`src/rtl/mem_arb_pkg.sv`:
```
// mem_arb_pkg: FSM states, owner encoding and default timeout shared by the mem_arbiter slice.
package mem_arb_pkg;
  typedef enum logic [1:0] {IDLE, ISSUE, WAIT} state_t;
  typedef enum logic {OWN_IMEM, OWN_DMEM} owner_t;
  localparam int TIMEOUT_DEF = 255;
endpackage

```
`src/rtl/mem_arb_pick.sv`:
```
// mem_arb_pick: combinational winner select, fixed dmem priority or round robin under MEM_ARBITER_RR_EN.
module mem_arb_pick
  import mem_arb_pkg::*;
(
  input  logic   imem_req,
  input  logic   dmem_req,
`ifdef MEM_ARBITER_RR_EN
  input  owner_t last,
`endif
  output logic   any,
  output owner_t win
);
  assign any = imem_req | dmem_req;
`ifdef MEM_ARBITER_RR_EN
  always_comb win = (imem_req && dmem_req) ? ((last == OWN_DMEM) ? OWN_IMEM : OWN_DMEM)
                                           : (dmem_req ? OWN_DMEM : OWN_IMEM);
`else
  always_comb win = dmem_req ? OWN_DMEM : OWN_IMEM;
`endif
endmodule

```
`src/rtl/mem_arbiter.sv`:
```
// mem_arbiter: one-outstanding fetch/data arbiter onto a shared memory; MEM_ARBITER_RR_EN enables round-robin ties.
module mem_arbiter
  import mem_arb_pkg::*;
#(
  parameter int TIMEOUT = TIMEOUT_DEF
) (
  input  logic        i_clk,
  input  logic        i_rst,
  input  logic        i_imem_req,
  input  logic [31:0] i_imem_addr,
  output logic        o_imem_gnt,
  output logic        o_imem_valid,
  output logic [31:0] o_imem_rdata,
  input  logic        i_dmem_req,
  input  logic [31:0] i_dmem_addr,
  input  logic        i_dmem_wen,
  input  logic [31:0] i_dmem_wdata,
  input  logic [3:0]  i_dmem_mask,
  output logic        o_dmem_gnt,
  output logic        o_dmem_valid,
  output logic [31:0] o_dmem_rdata,
  output logic        o_err,
  output logic        o_mem_req,
  input  logic        i_mem_ready,
  output logic [31:0] o_mem_addr,
  output logic        o_mem_wen,
  output logic [31:0] o_mem_wdata,
  output logic [3:0]  o_mem_mask,
  input  logic        i_mem_valid,
  input  logic [31:0] i_mem_rdata
);
  localparam int CW = $clog2(TIMEOUT + 1);
  state_t        state;
  owner_t        owner;
  owner_t        win;
  logic          any;
  logic          gnt;
  logic          dmem_win;
  logic          done;
  logic [31:0]   rsp;
  logic [CW-1:0] cnt;
`ifdef MEM_ARBITER_RR_EN
  owner_t        last;
`endif
  mem_arb_pick u_pick (
    .imem_req(i_imem_req),
    .dmem_req(i_dmem_req),
`ifdef MEM_ARBITER_RR_EN
    .last    (last),
`endif
    .any     (any),
    .win     (win)
  );
  // Grants are combinational but masked during reset so every output reads 0 while i_rst is high.
  assign gnt = state == IDLE && any && !i_rst;
  assign dmem_win = win == OWN_DMEM;
  assign o_imem_gnt = gnt && !dmem_win;
  assign o_dmem_gnt = gnt && dmem_win;
  assign done = i_mem_valid || cnt == CW'(TIMEOUT - 1);
  assign rsp = i_mem_valid ? i_mem_rdata : '0;
  always_ff @(posedge i_clk) begin
    if (i_rst) begin
      state        <= IDLE;
      owner        <= OWN_IMEM;
      cnt          <= '0;
      o_imem_valid <= 1'b0;
      o_imem_rdata <= '0;
      o_dmem_valid <= 1'b0;
      o_dmem_rdata <= '0;
      o_err        <= 1'b0;
      o_mem_req    <= 1'b0;
      o_mem_addr   <= '0;
      o_mem_wen    <= 1'b0;
      o_mem_wdata  <= '0;
      o_mem_mask   <= '0;
`ifdef MEM_ARBITER_RR_EN
      last         <= OWN_IMEM;
`endif
    end else begin
      o_imem_valid <= 1'b0;
      o_dmem_valid <= 1'b0;
      o_err        <= 1'b0;
      case (state)
        IDLE: if (gnt) begin
          state       <= ISSUE;
          owner       <= win;
          o_mem_req   <= 1'b1;
          o_mem_addr  <= (dmem_win ? i_dmem_addr : i_imem_addr) & 32'hFFFF_FFFC;
          o_mem_wen   <= dmem_win && i_dmem_wen;
          o_mem_wdata <= dmem_win ? i_dmem_wdata : '0;
          o_mem_mask  <= dmem_win ? i_dmem_mask : 4'hF;
`ifdef MEM_ARBITER_RR_EN
          last        <= win;
`endif
        end
        ISSUE: if (i_mem_ready) begin
          state     <= WAIT;
          o_mem_req <= 1'b0;
          cnt       <= '0;
        end
        WAIT: if (done) begin
          state <= IDLE;
          o_err <= !i_mem_valid;
          if (owner == OWN_DMEM) begin
            o_dmem_valid <= 1'b1;
            o_dmem_rdata <= rsp;
          end else begin
            o_imem_valid <= 1'b1;
            o_imem_rdata <= rsp;
          end
        end else begin
          cnt <= cnt + 1'b1;
        end
        default: state <= IDLE;
      endcase
    end
  end
endmodule

```
`config.mk`:
```
export PLATFORM = sky130hd
export DESIGN_NAME = mem_arbiter
export DESIGN_NICKNAME = d
export VERILOG_FILES = /design/src/rtl/mem_arb_pkg.sv /design/src/rtl/mem_arb_pick.sv /design/src/rtl/mem_arbiter.sv
export SDC_FILE = /design/constraint.sdc
export NUM_CORES = 1
export LEC_CHECK = 0
export ABC_AREA = 1
export BUFFER_PORTS_ARGS = -buffer_cell sky130_fd_sc_hd__buf_2
export CORE_MARGIN = 2
export CORE_UTILIZATION = 25
export DETAILED_ROUTE_END_ITERATION = 12
export GPL_TIMING_DRIVEN = 1
export SYNTH_ARGS = -nofsm -noshare
export SYNTH_HDL_FRONTEND = slang
export SYNTH_SLANG_ARGS = --single-unit
```
`constraint.sdc`:
```
create_clock -name i_clk -period 3.9 [get_ports i_clk]
set_input_delay 0.39 -clock i_clk [delete_from_list [all_inputs] [get_ports i_clk]]
set_output_delay 0.39 -clock i_clk [all_outputs]
set_load 0.005 [all_outputs]
```
Word level (Yosys, flattened, before mapping)
Index checks and enable logic that the tools add are counted.
W data, S select, Z words.

storage, ports and cells
  flip-flop bits (word level) = 146
  input bits = 139
  output and inout bits = 139
  word-level logic and storage cells = 61

cells by class
  $add $sub $neg = 1
  eq/ne operators = 7
  multiplexer cells = 17
  bitwise gates (word level) = 4
  reductions and logical operators = 19

operators by type and width
  kind                   count
  $mux W32               3
  $mux W8                2
  $pmux W8 S2            1
  $reduce_and A3 Y1      5
  $add A8 B1 Y8 const B  1
  $eq A8 B8 Y1 const B   1
  $ne A2 B2 Y1 const B   4
  $mux W2                3
  $pmux W2 S3            1
  $logic_and A1 B1 Y1    5
  $mux W1                5
  $mux W4                1
  $reduce_bool A2 Y1     2
  $logic_not A1 Y1       3
  $not A1 Y1             3
  $reduce_or A3 Y1       1
  $eq A2 B1 Y1 const B   1
  $eq A2 B2 Y1 const B   1
  $logic_not A2 Y1       1
  $pmux W1 S2            1
  $reduce_and A2 Y1      1
  $logic_or A1 B1 Y1     1
  $or A1 B1 Y1           1

Longest topological paths before layout
Gate-level depths: netlist of run 1.

  depth after elaboration = 5
  mapped depth = 11
  gate-level depth less buffers = 10

Hierarchy
Synthesis of run 1 repeated with hierarchy kept, for this count alone.

unflattened totals
  cells, all modules = 862
  area, all modules = 6,143.4 um2

modules (own cells, without submodules)
  module        instances  cells an instance  area an instance (um2)  seq. area each (um2)
  mem_arbiter   1          858                6,124.6                 2,922.8
  mem_arb_pick  1          4                  18.8                    0.0

Worst setup path before layout of run 1
No wires, ideal clock.

  path type = input -> output
  from = input port i_dmem_req
  to = output port o_imem_gnt
  arrival = 1.226 ns
  data required time = 3.510 ns
  setup slack = 2.284 ns
  stages on the path = 6
  buffers on the path = 2
  cells stage by stage = buf_2 -> o21ai_4 -> nor2_4 -> buf_1 -> nand2_1 -> inv_1

on the way
  longest elaborated chain between the ends = 4
  elaborated cells between the ends (all ways) = 6
  those cells by class = mux (1); bitwise (1); reduce/logical (4)

ends and longest elaborated chain
  element                           line                RTL
  start: declaration                mem_arbiter.sv:14   input logic i_dmem_req,
  $or A1 B1 Y1                      mem_arb_pick.sv:13  assign any = imem_req | dmem_req;
  $logic_and A1 B1 Y1 (2 in a row)  mem_arbiter.sv:55   assign gnt = state == IDLE && any && !i_rst;
  $logic_and A1 B1 Y1 (*)           mem_arbiter.sv:57   assign o_imem_gnt = gnt && !dmem_win;
  end: declaration                  mem_arbiter.sv:11   output logic o_imem_gnt,

Every way passes the cells marked *; elsewhere a longest branch is shown, timed or not.

Final worst setup path of run 1
  from = register cnt[0]
  to = register o_dmem_rdata[8]

on the way
  longest elaborated chain between the ends = 3

ends and longest elaborated chain
  element                             line                RTL
  start: declaration                  mem_arbiter.sv:41   logic [CW-1:0] cnt;
  start signal: assignment            mem_arbiter.sv:112  cnt <= cnt + 1'b1;
  $eq A8 B8 Y1                        mem_arbiter.sv:59   assign done = i_mem_valid || cnt == CW'(TIMEOUT - 1);
  $logic_or A1 B1 Y1                  mem_arbiter.sv:59
  $reduce_and A3 Y1 (no source line)  n/a
  end signal: assignment              mem_arbiter.sv:106  o_dmem_rdata <= rsp;
  end: declaration                    mem_arbiter.sv:21   output logic [31:0] o_dmem_rdata,

Every way passes these cells.
A chain may end at the register's enable or synchronous reset.

==> metrics.txt, run 1 <==
outcome=finished clean; CP required=4170 ps; Peak VDD IR=0.000261 V; CTS tree=done; Mapped Area=6150 um2; drt drc=0; post-CTS resize count=0; final hold vios=0; Slew @ Worst Pin=859 ps; Pwr per Cell Area=438 nW/um2; leakage=4.07 nW; flops & latches, synth=146; antenna violations before repair=1; GRT Residual Overflow=0; fmax=0.370 GHz; full die area=25900 um2; Initial DRC Count=494; WP data arrival=2970 ps; CTS max path bufs=2; share of layout cells above drive strength 1=0.298; number of setup buffers added after CTS=0; via count=6351; drt pass-1 iters=5; post-route clock period utilization=0.693; Critical Path Sink Type=flip-flop; relative max-transition margin=0.427; H-Tree Depth=4; final setup vio count=0; Final GP Congestion=0.762; RSZ-0062 raised after global routing=no; sequential fraction of the synthesis area=0.475; die width=161 um; Max-Cap Viols=0; drt total wl=19.7 mm; min cycle time layout=2700 ps; CP Max Fanout=66; r2r endpoint=o_dmem_rdata[8]; non-filler cells in the finished layout=1429; final slew viol count=0; CTS clk-pin slew, worst paths=70 ps; hold_buf cts=0; Hold Path Class=input port to flip-flop; cell depth of the worst flop-to-flop path=9; HPWL after DPL=12.9 mm; Clock Latency Late Sink=420 ps; WL/cell=13.8 um; largest net degree at the start of global routing=77; clk sink count=146; hold endpoint=o_mem_wdata[20]; IO Pins=278; port bufs=271; Initial Util=0.254; TritonCTS Buffers=17; Hold Crit Start=i_dmem_wdata[20]; FF-to-FF Start=cnt[0]; post-layout net count=1232; setup_tns=0 ps; total track usage=0.149; first-pass GRT wire length=31.1 mm; row count=57; Clock Skew=14.4 ps; Syn-to-layout area delta=33.6%; Die Y=161 um; vias in the first global route=5994; Avg Synthesized Cell Area=7.15 um2; clock root cell=clkbuf_16; WS Path Type=flip-flop to flip-flop; Cells after Synth=860; Fill cells=2634; flop2flop setup slack=1200 ps; Vias/cell=4.44; Hold WS=149 ps; post-synth cell types=31; core area=24200 um2; post-route cell area=8220 um2; Layout Utilization=0.339; Routed Antenna Nets=0; WHS Path Cells=3; placed cell area=7640 um2; CP startpoint kind=flip-flop; Synth warnings=0; dpl cells=1396
-- synth_stat cells, drive strengths merged --
| library cell | count | area (um2) |
|---|---|---|
| nand2 | 341 | 1290 |
| dfxtp | 146 | 2920 |
| a21oi | 104 | 521 |
| nand4 | 65 | 407 |
| inv | 48 | 183 |
| clkbuf | 45 | 169 |
| nand3 | 43 | 230 |
| buf | 24 | 179 |
| nor2 | 24 | 110 |
| o21ai | 10 | 61.3 |
| ha | 2 | 25.0 |
| nor3 | 2 | 10.0 |
| clkinv | 1 | 5.00 |
| conb | 1 | 3.75 |
| nor3b | 1 | 7.51 |
| nor4 | 1 | 6.26 |
| o21bai | 1 | 7.51 |
| xor2 | 1 | 8.76 |
-- worst max-delay path, cell delays in order (launching register included) --
cell and delay (ps):
dfxtp_1 330, inv_1 100, ha_1 160, inv_1 40, nor2_1 110, nand2_2 100, nand2_4 520, nand3_2 830
nand2_1 250, a21oi_1 80
-- cells by family after synthesis --
kind of cell | count (synthesis) | synth area share
xor+xnor | 1 | 0.00142
flops | 146 | 0.475
simple gates | 477 | 0.336
compound gates | 115 | 0.0958
other cells | 1 | 0.000610
fa+ha+maj | 2 | 0.00407
buf+inv | 118 | 0.0871
-- power by group --
part,total [W],internal (W),switching (W)
Clock,0.00163,0.000901,0.000730
Combinational,0.000398,0.000144,0.000254
Sequential,0.00157,0.00154,0.0000273
-- metrics by stage --
stage	total power [W]	setup WS, ps
6_report	0.00360	1200
5_1_grt	0.00378	843
4_1_cts	0.00367	1150
3_5_place_dp	0.00201	1160
3_3_place_gp	0.00201	1190
2_1_floorplan	0.00184	2280
-- layout by cell type (no fill, tap or decap), types with 2 or more instances in the layout --
master,instances
nand4_1,65
a21oi_1,104
inv_8,2
inv_1,43
nor3_1,2
o21ai_1,4
inv_2,4
nor2_4,2
nand2_1,337
conb_1,2
buf_2,270
nor2_1,20
buf_4,10
clkinv_4,3
o21ai_0,5
dfxtp_1,146
clkbuf_16,17
nor2_2,2
clkinvlp_4,3
nand3_1,40
nand3_2,3
nand2_2,3
ha_1,2
inv_6,5
-- how the worst max path moves through the flow --
stage / from / end / depth (start not counted)
2_1_floorplan: i_dmem_req / o_imem_gnt / 6
3_3_place_gp: cnt[0] / o_dmem_rdata[20] / 9
3_5_place_dp: cnt[0] / o_dmem_rdata[8] / 9
4_1_cts: cnt[0] / o_dmem_rdata[8] / 9
5_1_grt: cnt[0] / o_dmem_rdata[22] / 9
6_report: cnt[0] / o_dmem_rdata[8] / 9
-- sequential cells by signal, summed over array words and instances (netlist names) --
name,cells
cnt,8
o_dmem_rdata,32
o_dmem_valid,1
o_err,1
o_imem_rdata,32
o_imem_valid,1
o_mem_addr,30
o_mem_mask,4
o_mem_req,1
o_mem_wdata,32
o_mem_wen,1
owner,1
state,2
-- routing by layer --
layer	up-vias	global-route usage	part of all wire
li1	3257	-	-
met5	-	0	0.00036
met1	2840	0.184	0.45
met2	225	0.250	0.47
met3	27	0.0398	0.065
met4	2	0.0576	0.023
-- final cells by class --
cell class / count / area, um2 / share of cell area
tap: 324 / 405 / 0.0493
timing repair buffer: 280 / 1430 / 0.174
clock inverter: 14 / 145 / 0.0177
clock buffer: 18 / 429 / 0.0522
inverter: 49 / 188 / 0.0228
antenna: 1 / 2.50 / 0.000305
multi-input combinational: 597 / 2700 / 0.328
sequential: 146 / 2920 / 0.356
Power figures use the tool's default switching activity.
==> run 2, diff against run 1 <==
clock period = 2.8 ns   (was 3.9 ns; I/O delays follow)
==> run 2 against run 1 <==
Fmax grew 21%; clock power grew 39%; worst setup slack lost 630 ps; sequential share of layout area shrank 0.23 points; clock skew shrank 4.6 ps; via count shrank 0.79%; sequential power grew 39%; clock-buffer cell count grew 1; critical endpoint is now o_imem_rdata[12]; largest power group unchanged.
==> metrics.txt, run 2 (synthesis results as in run 1) <==
outcome=finished clean; Clock Skew=9.82 ps (-4.60 ps); Max-Cap Viols=0 (unchanged); CTS clk-pin slew, worst paths=60 ps (about the same); relative max-transition margin=0.427 (about the same); hold_buf cts=0 (unchanged); Critical path origin=cnt[0]; Layout Utilization=0.341 (+0.00217); clk sink count=146 (unchanged); die width=161 um (unchanged); most frequent cells in the layout=nand2_1 (337), buf_2 (270), dfxtp_1 (146); commonest non-fill, non-tap cell in the layout=nand2_1; row count=57 (unchanged); Initial Util=0.254 (unchanged); setup_tns=0 ps (unchanged); flop2flop setup slack=570 ps (-630 ps); WS Path Type=flip-flop to flip-flop; sequential cell area=2920 um2 (unchanged); WP data arrival=2490 ps (-480 ps); worst setup path end=o_imem_rdata[12]; worst setup margin=570 ps (-627 ps); Vias/cell=4.40 (-1.0%); CP required=3060 ps (-1110 ps); final hold vios=0 (unchanged); CTS max path bufs=2 (unchanged); post-CTS resize count=0 (unchanged); r2r endpoint=o_imem_rdata[12]; full die area=25900 um2 (unchanged); cell depth of the worst flop-to-flop path=9 (unchanged); RSZ-0062 raised after global routing=no; Hold WS=50.9 ps (-97.8 ps); Routed Antenna Nets=0 (unchanged); fmax=0.448 GHz (+21%); drt total wl=19.6 mm (-0.25%); FF-to-FF Start=cnt[0]; TritonCTS Buffers=17 (unchanged); CP startpoint kind=flip-flop; CP Max Fanout=33 (-50%); min cycle time layout=2230 ps (-473 ps); DP Worst Slack=520 ps (-636 ps); Top Registers=o_dmem_rdata x32, o_imem_rdata x32, o_mem_wdata x32; drt pass-1 iters=4 (-1); Final GP Congestion=0.752 (-1.4%); first-pass GRT wire length=31.1 mm (about the same); final setup vio count=0 (unchanged); via count=6301 (-0.79%); total track usage=0.150 (+0.000851); IO Pins=278 (unchanged); GRT Residual Overflow=0 (unchanged); largest net degree at the start of global routing=78 (+1.3%); Die Y=161 um (unchanged); post-route clock period utilization=0.797 (+0.103); Clock Latency Late Sink=410 ps (about the same); Critical Path Sink Type=flip-flop; port bufs=271 (unchanged); HPWL after DPL=13.4 mm (+3.5%); Hold Path Class=input port to flip-flop; antenna violations before repair=2 (+1); post-layout net count=1236 (+0.32%); area of the multi-input gates=2700 um2 (unchanged); number of setup buffers added after CTS=0 (unchanged); Peak VDD IR=0.000285 V (+9.5%); WL/cell=13.7 um (-0.46%); final slew viol count=0 (unchanged); Slew @ Worst Pin=859 ps (+0.225 ps); Fill cells=2674 (+1.5%); Syn-to-layout area delta=34.4%; drt drc=0 (unchanged); H-Tree Depth=4 (unchanged); share of layout cells above drive strength 1=0.301 (+0.00281); leakage=4.10 nW (+0.76%); clock root cell=clkbuf_16; core area=24200 um2 (unchanged); Initial DRC Count=459 (-7.1%); vias in the first global route=5960 (-0.57%); Pwr per Cell Area=607 nW/um2 (+39%); CTS tree=done
[run 2: cell count changes in the layout (fill, tap and decap cells not counted), sizes merged]
cell | previous run | this run
inv | 55 | 50
buf | 280 | 284
bufinv | 1 | 2
clkbuf | 18 | 19
clkinv | 4 | 5
clkinvlp | 3 | 4
[run 2: stage by stage]
stage | total power (W) | std cells | instance area [um2]
global route | 0.00527 | 1432 | 8270
global placement | 0.00280 | 1400 | 7680
floorplan | 0.00256 | 861 | 6150
CTS | 0.00509 | 1431 | 8270
detailed placement | 0.00280 | 1400 | 7680
finish | 0.00502 | 1432 | 8270
[run 2: how the worst min path moves through the flow]
stage	cells past startpoint	start	end	slack, ps
after floorplan	2	i_dmem_wdata[0]	o_mem_wdata[0]	380
after global placement	2	o_mem_addr[13]	o_mem_addr[13]	440
after detailed placement	2	o_dmem_rdata[31]	o_dmem_rdata[31]	450
after CTS	3	i_dmem_wdata[14]	o_mem_wdata[14]	30
after global routing	3	i_dmem_wdata[7]	o_mem_wdata[7]	30
final	3	i_dmem_wdata[14]	o_mem_wdata[14]	50
[run 2: routing by layer]
layer / up-vias / track usage / wire [um]
met2: 201 / 0.260 / 9420
met5: - / 0 / 16
li1: 3254 / - / -
met1: 2819 / 0.181 / 8580
met4: 2 / 0.0524 / 402
met3: 25 / 0.0385 / 1200
[run 2: final cells by class]
cell class,count,share of cell area
Multi-Input combinational cell,597,0.326
Clock buffer,19,0.0548
Clock inverter,12,0.0159
Tap cell,324,0.0490
Antenna cell,1,0.000303
Inverter,49,0.0227
Timing Repair Buffer,284,0.178
Sequential cell,146,0.354
[run 2: power breakdown]
group	switching, W	internal [W]
Clock	0.000912	0.00136
Sequential	0.0000377	0.00215
Combinational	0.000356	0.000205
[run 2: critical path, stage by stage, from the launching register on]
cell	delay (ps)
dfxtp_1	330
inv_1	100
ha_1	150
inv_1	40
nor2_1	120
nand2_2	100
nand2_4	220
nand3_2	670
nand2_1	250
a21oi_1	80
==> run 3, diff against run 2 <==
clock period = 2.3 ns   (was 2.8 ns; I/O delays follow)
==> run 3 against run 2 <==
Non-clock buffer count grew 38; clock skew grew 2.1 ps; worst setup slack lost 250 ps; final area rose by 4.6%; register-to-register slack worse by 60 ps; die area is the same; largest cell class unchanged.
==> metrics.txt, run 3 (synthesis results as in run 1) <==
outcome=finished clean; Clock Skew=11.9 ps (+2.12 ps); leakage=4.28 nW (+4.3%); post-layout net count=1274 (+3.1%); FF-to-FF Start=state[0]; row count=57 (unchanged); antenna violations before repair=2 (unchanged); drt pass-1 iters=5 (+1); final hold vios=0 (unchanged); Max-Cap Viols=0 (unchanged); first-pass GRT wire length=31.3 mm (+0.82%); WHS Path Cells=4 (+1); final setup vio count=0 (unchanged); CTS clk-pin slew, worst paths=60 ps (about the same); setup_tns=0 ps (unchanged); CP startpoint kind=flip-flop; vias in the first global route=6023 (+1.1%); Layout Utilization=0.357 (+0.0158); Peak VDD IR=0.000358 V (+26%); commonest non-fill, non-tap cell in the layout=nand2_1; delay-heaviest family, CP=buffers and inverters; die width=161 um (unchanged); relative max-transition margin=0.437 (+0.00974); Slew @ Worst Pin=845 ps (-14.6 ps); core area=24200 um2 (unchanged); Clock Latency Late Sink=420 ps (about the same); Top Registers=o_dmem_rdata x32, o_imem_rdata x32, o_mem_wdata x32; TritonCTS Buffers=17 (unchanged); RSZ-0062 raised after global routing=no; CTS max path bufs=2 (unchanged); CTS tree=done; via count=6543 (+3.8%); IO Pins=278 (unchanged); worst-path cell chain=nor2_2 -> o21ai_4 -> nor2_4 -> buf_4 -> nand2_1 -> inv_1 -> buf_2; CP peak stage delay=350 ps (-320 ps); port bufs=271 (unchanged); final slew viol count=0 (unchanged); clock root cell=clkbuf_16; most frequent cells in the layout=nand2_1 (337), buf_2 (270), dfxtp_1 (146); Hold Path Class=input port to flip-flop; post-route clock period utilization=0.862; HPWL after DPL=13.3 mm (-0.57%); area of the multi-input gates=2700 um2 (unchanged); sequential cell area=2920 um2 (unchanged); share of layout cells above drive strength 1=0.295 (-0.00587); full die area=25900 um2 (unchanged); flop2flop setup slack=510 ps (-60 ps); clk sink count=146 (unchanged); Vias/cell=4.45 (+1.1%); Buf/Inv on CP=3 (+1); number of setup buffers added after CTS=0 (unchanged); hold endpoint=state[0]; CP Max Fanout=35 (+6.1%); CP required=2070 ps (-990 ps); Syn-to-layout area delta=40.6%; Initial DRC Count=547 (+19%); largest net degree at the start of global routing=78 (unchanged); fmax=0.504 GHz; WS Path Type=flip-flop to primary output; min cycle time layout=1980 ps; cell depth of the worst flop-to-flop path=7 (-2); H-Tree Depth=4 (unchanged); Initial Util=0.254 (unchanged); Critical Path Sink Type=primary output; crit path max-delay cell type=buf_4; drt total wl=19.8 mm (+0.98%); r2r endpoint=cnt[4]; Die Y=161 um (unchanged); WL/cell=13.5 um (-1.7%); WP data arrival=1750 ps (-740 ps); GRT Residual Overflow=0 (unchanged); Pwr per Cell Area=719 nW/um2 (+18%); Final GP Congestion=0.773 (+2.8%); Fill cells=2661 (-0.49%); total track usage=0.150 (-0.000370); Routed Antenna Nets=0 (unchanged); Hold Crit Start=i_mem_ready; post-CTS resize count=0 (unchanged); drt drc=0 (unchanged); overall power=0.00622 W (+24%)
-- run 3: power breakdown --
part | switching, W | internal, W
registers | 0.0000479 | 0.00262
clock network | 0.00120 | 0.00162
logic | 0.000438 | 0.000294
total | 0.00169 | 0.00453
-- run 3: how the worst max path moves through the flow --
stage,start,endpoint,cells after the start
floorplan,cnt[0],o_imem_rdata[21],10
global placement,i_dmem_req,o_imem_gnt,7
detailed placement,i_dmem_req,o_dmem_gnt,4
CTS,state[1],o_imem_gnt,7
global route,state[1],o_imem_gnt,7
finish,state[1],o_imem_gnt,7
-- run 3: per-stage QoR --
stage | std cells | instance area, um2 | worst slack, ps | hold WS [ps]
final | 1471 | 8650 | 317 | 101
after global routing | 1471 | 8650 | 159 | 99.9
after CTS | 1470 | 8650 | 255 | 76.8
after detailed placement | 1405 | 7730 | 507 | 422
after global placement | 1405 | 7730 | 516 | 417
after floorplan | 861 | 6150 | 870 | 333
-- run 3: layout make-up --
| class | count | share of cell area |
|---|---|---|
| repair buffers | 322 | 0.214 |
| multi-input cells | 597 | 0.312 |
| flip-flops and latches | 146 | 0.338 |
| inverters | 49 | 0.0217 |
| clock inverters | 14 | 0.0182 |
| diodes | 1 | 0.000289 |
| well taps | 324 | 0.0469 |
| clock buffers | 18 | 0.0496 |
-- run 3: worst register-to-register path: stages, from the launching register on --
cell and delay [ps]:
dfxtp_1 340, inv_1 70, nand2_2 150, clkinv_2 330, nand3_2 230, nand2_1 290
o21ai_1 240, nor2_1 50
-- run 3: what timing repair did --
action	CTS	global route
hold buffers	33	0
endpoints found under the hold margin	33	0
endpoints found under the setup margin	0	0
-- run 3: per-layer routing --
metal  vias up  wire length (um)  global-route usage
met3        30              1230              0.0429
met2       211              9250               0.248
met1      2969              8880               0.187
li1       3331                 -                   -
met5         -                18                   0
met4         2               427              0.0511
